`src/rtl/if_pc_stage_if.sv`:
```
// Bundle between the fetch PC stage and its neighbours: predictor select/flush,
// recovery addresses, fetch-time prediction metadata, predictor lookup fields and the IF/ID register.
interface if_pc_stage_if #(
  parameter int INDEX_WIDTH   = 6,
  parameter int HISTORY_WIDTH = 8
);
  localparam int TAG_WIDTH = 32 - INDEX_WIDTH - 2;

  logic                     stall_i;
  logic                     imem_ready_i;
  logic [1:0]               PCnext_sel_i;
  logic                     flush_i;
  logic [31:0]              btb_target_i;
  logic [31:0]              EXMEM_pc_plus4_i;
  logic [31:0]              EXMEM_br_target_i;
  logic                     prediction_i;
  logic                     btb_hit_i;
  logic [HISTORY_WIDTH-1:0] ghr_data_i;

  logic [31:0]              IF_pc_o;
  logic [TAG_WIDTH-1:0]     IF_PC_tag_o;
  logic [INDEX_WIDTH-1:0]   IF_btb_rd_index_o;
  logic [HISTORY_WIDTH-1:0] IF_pht_rd_index_o;
  logic                     ID_valid_o;
  logic [31:0]              ID_pc_o;
  logic [31:0]              ID_pc_plus4_o;
  logic                     ID_prediction_o;
  logic                     ID_btb_hit_o;
  logic [HISTORY_WIDTH-1:0] ID_ghr_data_o;

  modport master (
    output stall_i, imem_ready_i, PCnext_sel_i, flush_i, btb_target_i,
           EXMEM_pc_plus4_i, EXMEM_br_target_i, prediction_i, btb_hit_i, ghr_data_i,
    input  IF_pc_o, IF_PC_tag_o, IF_btb_rd_index_o, IF_pht_rd_index_o,
           ID_valid_o, ID_pc_o, ID_pc_plus4_o, ID_prediction_o, ID_btb_hit_o, ID_ghr_data_o
  );

  modport slave (
    input  stall_i, imem_ready_i, PCnext_sel_i, flush_i, btb_target_i,
           EXMEM_pc_plus4_i, EXMEM_br_target_i, prediction_i, btb_hit_i, ghr_data_i,
    output IF_pc_o, IF_PC_tag_o, IF_btb_rd_index_o, IF_pht_rd_index_o,
           ID_valid_o, ID_pc_o, ID_pc_plus4_o, ID_prediction_o, ID_btb_hit_o, ID_ghr_data_o
  );
endinterface

```
`src/rtl/if_pc_stage.sv`:
```
// Fetch PC generator and IF/ID pipeline register; after a redirect it
// discards the stale response of a fetch that was still in flight.
module if_pc_stage #(
  parameter int          INDEX_WIDTH   = 6,
  parameter int          HISTORY_WIDTH = 8,
  parameter logic [31:0] RESET_PC      = 32'h0000_0000
) (
  input  logic             clk_i,
  input  logic             rst_ni,
  if_pc_stage_if.slave     bus
);
  typedef enum logic {RUN, DROP} state_t;

  state_t                   state;
  logic [31:0]              pc;
  logic [31:0]              redirect_pc;
  logic [31:0]              next_pc;
  logic                     adv;

  assign adv         = bus.imem_ready_i & ~bus.stall_i & (state == RUN);
  assign redirect_pc = (bus.PCnext_sel_i == 2'b11) ? bus.EXMEM_br_target_i : bus.EXMEM_pc_plus4_i;
  // Recovery selects (01/11) are only meaningful alongside a flush; otherwise fall through.
  assign next_pc     = (bus.PCnext_sel_i == 2'b10) ? bus.btb_target_i : pc + 32'd4;

  // NOTE: sequential state uses non-blocking assignments only, and the reset
  // is sampled on the clock edge (synchronous) rather than in the sensitivity list.
  always_ff @(posedge clk_i) begin
    if (!rst_ni) begin
      state               <= RUN;
      pc                  <= {RESET_PC[31:2], 2'b00};
      bus.ID_valid_o      <= 1'b0;
      bus.ID_pc_o         <= '0;
      bus.ID_pc_plus4_o   <= '0;
      bus.ID_prediction_o <= 1'b0;
      bus.ID_btb_hit_o    <= 1'b0;
      bus.ID_ghr_data_o   <= '0;
    end else if (bus.flush_i) begin
      pc                  <= {redirect_pc[31:2], 2'b00};
      bus.ID_valid_o      <= 1'b0;
      bus.ID_prediction_o <= 1'b0;
      bus.ID_btb_hit_o    <= 1'b0;
      bus.ID_ghr_data_o   <= '0;
      // A fetch not yet answered will return data for the old path.
      state               <= bus.imem_ready_i ? RUN : DROP;
    end else if (state == DROP) begin
      if (bus.imem_ready_i) state <= RUN;
    end else if (adv) begin
      pc                  <= {next_pc[31:2], 2'b00};
      bus.ID_valid_o      <= 1'b1;
      bus.ID_pc_o         <= pc;
      bus.ID_pc_plus4_o   <= pc + 32'd4;
      bus.ID_prediction_o <= bus.prediction_i;
      bus.ID_btb_hit_o    <= bus.btb_hit_i;
      bus.ID_ghr_data_o   <= bus.ghr_data_i;
    end else if (!bus.stall_i) begin
      bus.ID_valid_o      <= 1'b0;
    end
  end

  assign bus.IF_pc_o           = pc;
  assign bus.IF_PC_tag_o       = pc[31:INDEX_WIDTH+2];
  assign bus.IF_btb_rd_index_o = pc[INDEX_WIDTH+1:2];
  assign bus.IF_pht_rd_index_o = pc[HISTORY_WIDTH+1:2];
endmodule

```
`src/flat_wrapper.sv`:
```
// flat-port wrapper written by rule: the top's interface ports become plain ports
module if_pc_stage_flat 
#(
  parameter int          INDEX_WIDTH   = 6,
  parameter int          HISTORY_WIDTH = 8,
  parameter logic [31:0] RESET_PC      = 32'h0000_0000
)
  (clk_i, rst_ni, bus_stall_i, bus_imem_ready_i, bus_PCnext_sel_i, bus_flush_i, bus_btb_target_i, bus_EXMEM_pc_plus4_i, bus_EXMEM_br_target_i, bus_prediction_i, bus_btb_hit_i, bus_ghr_data_i, bus_IF_pc_o, bus_IF_PC_tag_o, bus_IF_btb_rd_index_o, bus_IF_pht_rd_index_o, bus_ID_valid_o, bus_ID_pc_o, bus_ID_pc_plus4_o, bus_ID_prediction_o, bus_ID_btb_hit_o, bus_ID_ghr_data_o);
  if_pc_stage_if #(.INDEX_WIDTH(INDEX_WIDTH), .HISTORY_WIDTH(HISTORY_WIDTH)) bus_i ();
  input  logic clk_i;
  input  logic rst_ni;
  input wire logic [$bits(bus_i.stall_i)-1:0] bus_stall_i;
  input wire logic [$bits(bus_i.imem_ready_i)-1:0] bus_imem_ready_i;
  input wire logic [$bits(bus_i.PCnext_sel_i)-1:0] bus_PCnext_sel_i;
  input wire logic [$bits(bus_i.flush_i)-1:0] bus_flush_i;
  input wire logic [$bits(bus_i.btb_target_i)-1:0] bus_btb_target_i;
  input wire logic [$bits(bus_i.EXMEM_pc_plus4_i)-1:0] bus_EXMEM_pc_plus4_i;
  input wire logic [$bits(bus_i.EXMEM_br_target_i)-1:0] bus_EXMEM_br_target_i;
  input wire logic [$bits(bus_i.prediction_i)-1:0] bus_prediction_i;
  input wire logic [$bits(bus_i.btb_hit_i)-1:0] bus_btb_hit_i;
  input wire logic [$bits(bus_i.ghr_data_i)-1:0] bus_ghr_data_i;
  output wire logic [$bits(bus_i.IF_pc_o)-1:0] bus_IF_pc_o;
  output wire logic [$bits(bus_i.IF_PC_tag_o)-1:0] bus_IF_PC_tag_o;
  output wire logic [$bits(bus_i.IF_btb_rd_index_o)-1:0] bus_IF_btb_rd_index_o;
  output wire logic [$bits(bus_i.IF_pht_rd_index_o)-1:0] bus_IF_pht_rd_index_o;
  output wire logic [$bits(bus_i.ID_valid_o)-1:0] bus_ID_valid_o;
  output wire logic [$bits(bus_i.ID_pc_o)-1:0] bus_ID_pc_o;
  output wire logic [$bits(bus_i.ID_pc_plus4_o)-1:0] bus_ID_pc_plus4_o;
  output wire logic [$bits(bus_i.ID_prediction_o)-1:0] bus_ID_prediction_o;
  output wire logic [$bits(bus_i.ID_btb_hit_o)-1:0] bus_ID_btb_hit_o;
  output wire logic [$bits(bus_i.ID_ghr_data_o)-1:0] bus_ID_ghr_data_o;
  assign bus_i.stall_i = bus_stall_i;
  assign bus_i.imem_ready_i = bus_imem_ready_i;
  assign bus_i.PCnext_sel_i = bus_PCnext_sel_i;
  assign bus_i.flush_i = bus_flush_i;
  assign bus_i.btb_target_i = bus_btb_target_i;
  assign bus_i.EXMEM_pc_plus4_i = bus_EXMEM_pc_plus4_i;
  assign bus_i.EXMEM_br_target_i = bus_EXMEM_br_target_i;
  assign bus_i.prediction_i = bus_prediction_i;
  assign bus_i.btb_hit_i = bus_btb_hit_i;
  assign bus_i.ghr_data_i = bus_ghr_data_i;
  assign bus_IF_pc_o = bus_i.IF_pc_o;
  assign bus_IF_PC_tag_o = bus_i.IF_PC_tag_o;
  assign bus_IF_btb_rd_index_o = bus_i.IF_btb_rd_index_o;
  assign bus_IF_pht_rd_index_o = bus_i.IF_pht_rd_index_o;
  assign bus_ID_valid_o = bus_i.ID_valid_o;
  assign bus_ID_pc_o = bus_i.ID_pc_o;
  assign bus_ID_pc_plus4_o = bus_i.ID_pc_plus4_o;
  assign bus_ID_prediction_o = bus_i.ID_prediction_o;
  assign bus_ID_btb_hit_o = bus_i.ID_btb_hit_o;
  assign bus_ID_ghr_data_o = bus_i.ID_ghr_data_o;
  if_pc_stage #(.INDEX_WIDTH(INDEX_WIDTH), .HISTORY_WIDTH(HISTORY_WIDTH), .RESET_PC(RESET_PC)) u_core (.clk_i(clk_i), .rst_ni(rst_ni), .bus(bus_i));
endmodule
```
`config.mk`:
```
export PLATFORM = sky130hd
export DESIGN_NAME = if_pc_stage_flat
export DESIGN_NICKNAME = d
export VERILOG_FILES = /design/src/rtl/if_pc_stage_if.sv /design/src/rtl/if_pc_stage.sv /design/src/flat_wrapper.sv
export SDC_FILE = /design/constraint.sdc
export NUM_CORES = 1
export LEC_CHECK = 0
export CELL_PAD_IN_SITES_DETAIL_PLACEMENT = 0
export CELL_PAD_IN_SITES_GLOBAL_PLACEMENT = 2
export CORE_MARGIN = 8
export CORE_UTILIZATION = 20
export DETAILED_ROUTE_END_ITERATION = 8
export PLACE_DENSITY = 0.76
export SLEW_MARGIN = 20
export SYNTH_ARGS = -nofsm -noshare
export SYNTH_HDL_FRONTEND = slang
export SYNTH_SLANG_ARGS = --single-unit
```
`constraint.sdc`:
```
create_clock -name clk_i -period 1.8 [get_ports clk_i]
set_clock_uncertainty 0.15 [all_clocks]
set_input_delay 0.27 -clock clk_i [delete_from_list [all_inputs] [get_ports clk_i]]
set_output_delay 0.27 -clock clk_i [all_outputs]
set_load 0.005 [all_outputs]
```
==> impl_metrics.tcl <==
set metrics [dict create \
    final-hold-violation-count 0 \
    synthToLayoutAreaGrowth_pct 71.87 \
    hold_end "u_core.state" \
    ant_nets 0 \
    criticalPathCategory "flip-flop to flip-flop" \
    synthFlopType "dfxtp_1" \
    die_w_um 181.3 \
    cts_htree_levels 3 \
    fin_nets 1096 \
    tns_ns 0 \
    avgSynthCellArea_um2 7.667 \
    maxCapViolations 0 \
    p_seq_share_pct 39.1 \
    clock-sinks 102 \
    crit_buf_inv 1 \
    cpLargestDelayFamily "simple AND/OR/NAND/NOR gates" \
    instances_no_fill 1329 \
    maxSlewViolCount 0 \
    drcViolationCount 0 \
    grt_pass1_wl_mm 36.98 \
    power.share.clock_pct 37.3 \
    row_count 60 \
    cts_tree "yes" \
    hp-class "input port to flip-flop" \
    rsz0062_at_grt "true" \
    period_share_pct 99.41 \
    r2r_cells 6 \
    holdCritStartpoint "bus_imem_ready_i" \
    switchingPower_uw 1658 \
    gp_congestion 0.7948 \
    power.share.switching_pct 26.60 \
    synthArstFlopShare_pct 0 \
    status "finished clean" \
    p_int_uw 4575 \
    r2r_slack_ns 0.01 \
    timing.fmax_mhz 558.8 \
    num_io_pins 258 \
    drive_above_1_share_pct 19.86 \
    worstSetupEndpointType "flip-flop" \
    grt_max_degree 50 \
    synthesis.area_um2 5466 \
    synth_seq_cells 102 \
    start_util_pct 20.34 \
    grt_use_total_pct 14.62 \
    p_leak_uw 0.003885 \
    cp.required_ns 1.89 \
    post_drt_wl_per_cell_um 18.70 \
    die_h_um 181.3 \
    finalCriticalPeriod_ns 1.789 \
    p_per_area_nw_per_um2 663.5 \
    cp.arrival_ns 1.88 \
    setup_viol 0 \
    first_global_vias 5902 \
    first_pass_iters 4 \
    postRouteWirelength_mm 24.86 \
    utilization_pct 34.96 \
    drtIter0Drc 328 \
    worst-path-stages 6 \
    path_cells "and4_4 > nand4_4 > nor4_2 > buf_4 > xnor2_1 > a21oi_1" \
    ys_warn_count 0 \
    max_stage_delay_ns 0.34 \
    holdPathStages 2 \
    crit-reg2reg-launch "u_core.bus.IF_pc_o[9]" \
    p_comb_share_pct 23.5 \
    cts.clk_slew.worst_paths_ns 0.08 \
    ys_seq_area_share_pct 37.35 \
    cts.path.max_buffers 2 \
    overflow 0 \
    path_max_fanout 7 \
    syn_inst 713 \
    core_um2 26880 \
    dp.cells 1302 \
    critPathLaunchType "flip-flop" \
    cts_inserted_buffers 9 \
    die_area_um2 32880 \
    clk_latency_ns 0.36 \
    vias 5817 \
    r2r-end "u_core.bus.ID_pc_plus4_o[28]" \
    cts_root_buf "clkbuf_16" \
    antenna_found_initial 1 \
    cpMaxStageDelayCell "dfxtp_1" \
    viasPerCell 4.377 \
    portBuffers 245 \
    ys_types 60 \
    vdd_drop_max_mv 0.3527 \
    place_hpwl_mm 19.62 \
    synth_edf_count 0 \
]
[per-stage QoR]
step	area [um^2]	hold WS [ns]	total power [uW]	worst slack [ns]
floorplan	5499	0.1993	3072	-0.01058
global placement	8667	0.2910	3936	-0.6619
detailed placement	8667	0.2958	3942	-0.6999
CTS	9188	0.09357	6315	-0.008335
global route	9395	0.1190	6526	-0.06888
finish	9395	0.1076	6233	0.01054
[worst reg2reg max path: stages, from the launching register on]
cell     delay, ns
dfxtp_1       0.34
and4_4        0.26
nand4_4       0.22
nor4_2        0.35
buf_4         0.16
xnor2_1       0.11
a21oi_1       0.09
[sequential cells by signal, indices dropped and copies added (netlist names)]
register                    count
u_core.bus.ID_pc_plus4_o       30
u_core.bus.IF_pc_o             30
u_core.state                    1
u_core.bus.ID_valid_o           1
u_core.bus.ID_ghr_data_o        8
u_core.bus.ID_prediction_o      1
u_core.bus.ID_pc_o             30
u_core.bus.ID_btb_hit_o         1
[how the worst max path moves through the flow]
| stage | startpoint | endpoint | slack, ns |
|---|---|---|---|
| floorplan | u_core.bus.IF_pc_o[3] | u_core.bus.IF_pc_o[14] | -0.01 |
| global placement | bus_stall_i | u_core.bus.IF_pc_o[27] | -0.66 |
| detailed placement | bus_stall_i | u_core.bus.IF_pc_o[27] | -0.70 |
| CTS | u_core.bus.IF_pc_o[11] | u_core.bus.ID_pc_plus4_o[28] | -0.008 |
| global route | u_core.bus.IF_pc_o[10] | u_core.bus.ID_pc_plus4_o[27] | -0.07 |
| finish | u_core.bus.IF_pc_o[9] | u_core.bus.ID_pc_plus4_o[28] | 0.01 |
[per-layer routing]
metal / share of wire (%) / track usage, %
met5: 0 / 0
met4: 1.2 / 3.181
met3: 8.1 / 4.754
met2: 45 / 23.48
met1: 45 / 18.79
[timing repair]
item                       4_1_cts  5_1_grt
setup buffers                    7        4
resized for setup               99       46
setup endpoints to repair      149       44
hold buffers                     0        0
pin swaps                       14       11
[Yosys cell counts (2+ instances only)]
library cell / count / area share, %
buf_4: 46 / 6.3
and2_1: 4 / 0.46
o22ai_1: 6 / 0.69
o211ai_1: 2 / 0.27
a311oi_1: 4 / 0.64
xnor2_1: 16 / 2.6
buf_1: 5 / 0.34
a2bb2oi_1: 2 / 0.32
a211o_1: 2 / 0.32
a211oi_2: 2 / 0.46
and3_1: 9 / 1.0
clkbuf_1: 22 / 1.5
a2111oi_0: 2 / 0.32
nand3_1: 24 / 2.2
nand4_1: 5 / 0.57
a31oi_1: 3 / 0.34
and4_4: 2 / 0.41
nor4_1: 3 / 0.34
and4_1: 5 / 0.80
a22oi_1: 7 / 0.96
o221ai_1: 2 / 0.32
a221oi_1: 2 / 0.32
mux2i_1: 19 / 3.5
nand2b_1: 3 / 0.34
nand4_4: 2 / 0.78
nor2_1: 32 / 2.2
o21ai_0: 36 / 3.3
xor2_1: 12 / 1.9
nand2_1: 176 / 12
a21oi_1: 78 / 7.1
clkbuf_2: 2 / 0.18
nor3_1: 9 / 0.82
buf_2: 26 / 2.4
nor4_2: 2 / 0.46
a211oi_1: 13 / 1.8
o21ai_1: 3 / 0.27
dfxtp_1: 102 / 37
[logic make-up (layout without fill, tap and decap cells)]
family                   Yosys count  in the layout  synth area share (%)
other                              1              7               0.06860
multiplexers                      20             20                 3.685
AND/OR/NAND/NOR                  289            289                 25.04
buffers and inverters            103            372                 10.87
adder cells (fa/ha/maj)            1              1                0.2288
flip-flops                       102            102                 37.35
XOR/XNOR                          28             28                 4.486
AO/OA/AOI/OAI                    169            169                 18.27
[final cells by class]
cell class / instances / area, um^2
Fill cell: 2814 / 17480
Timing Repair Buffer: 354 / 3451
Multi-Input combinational cell: 513 / 3074
Sequential cell: 102 / 2085
Tap cell: 341 / 426.7
Clock buffer: 11 / 242.7
Clock inverter: 5 / 106.4
Inverter: 2 / 7.507
Antenna cell: 1 / 2.502
[cells in the final DEF (no fill, tap or decap), drive strengths merged, types with 4 or more instances in the layout]
| cell | count |
|---|---|
| clkbuf | 11 |
| mux2i | 19 |
| xnor2 | 16 |
| clkdlybuf4s50 | 187 |
| a311oi | 4 |
| a21oi | 78 |
| a211oi | 15 |
| nand3 | 24 |
| and2 | 5 |
| nor3 | 10 |
| dlygate4sd2 | 41 |
| o22ai | 6 |
| and4 | 7 |
| o21ai | 39 |
| nand4 | 8 |
| nand2 | 176 |
| buf | 111 |
| and3 | 10 |
| dlymetal6s2s | 15 |
| a22oi | 7 |
| nor4 | 6 |
| nor2 | 32 |
| conb | 6 |
| xor2 | 12 |
| dfxtp | 102 |
[power groups by stage]
stage          Combinational [uW]  Sequential, uW  Clock (uW)
3_3_place_gp                 1450            2480           0
2_1_floorplan                 545            2530           0
5_1_grt                      1590            2450        2480
6_report                     1470            2440        2330
4_1_cts                      1460            2440        2410
3_5_place_dp                 1460            2480           0
Note: power is estimated with default switching activity, not from simulation.
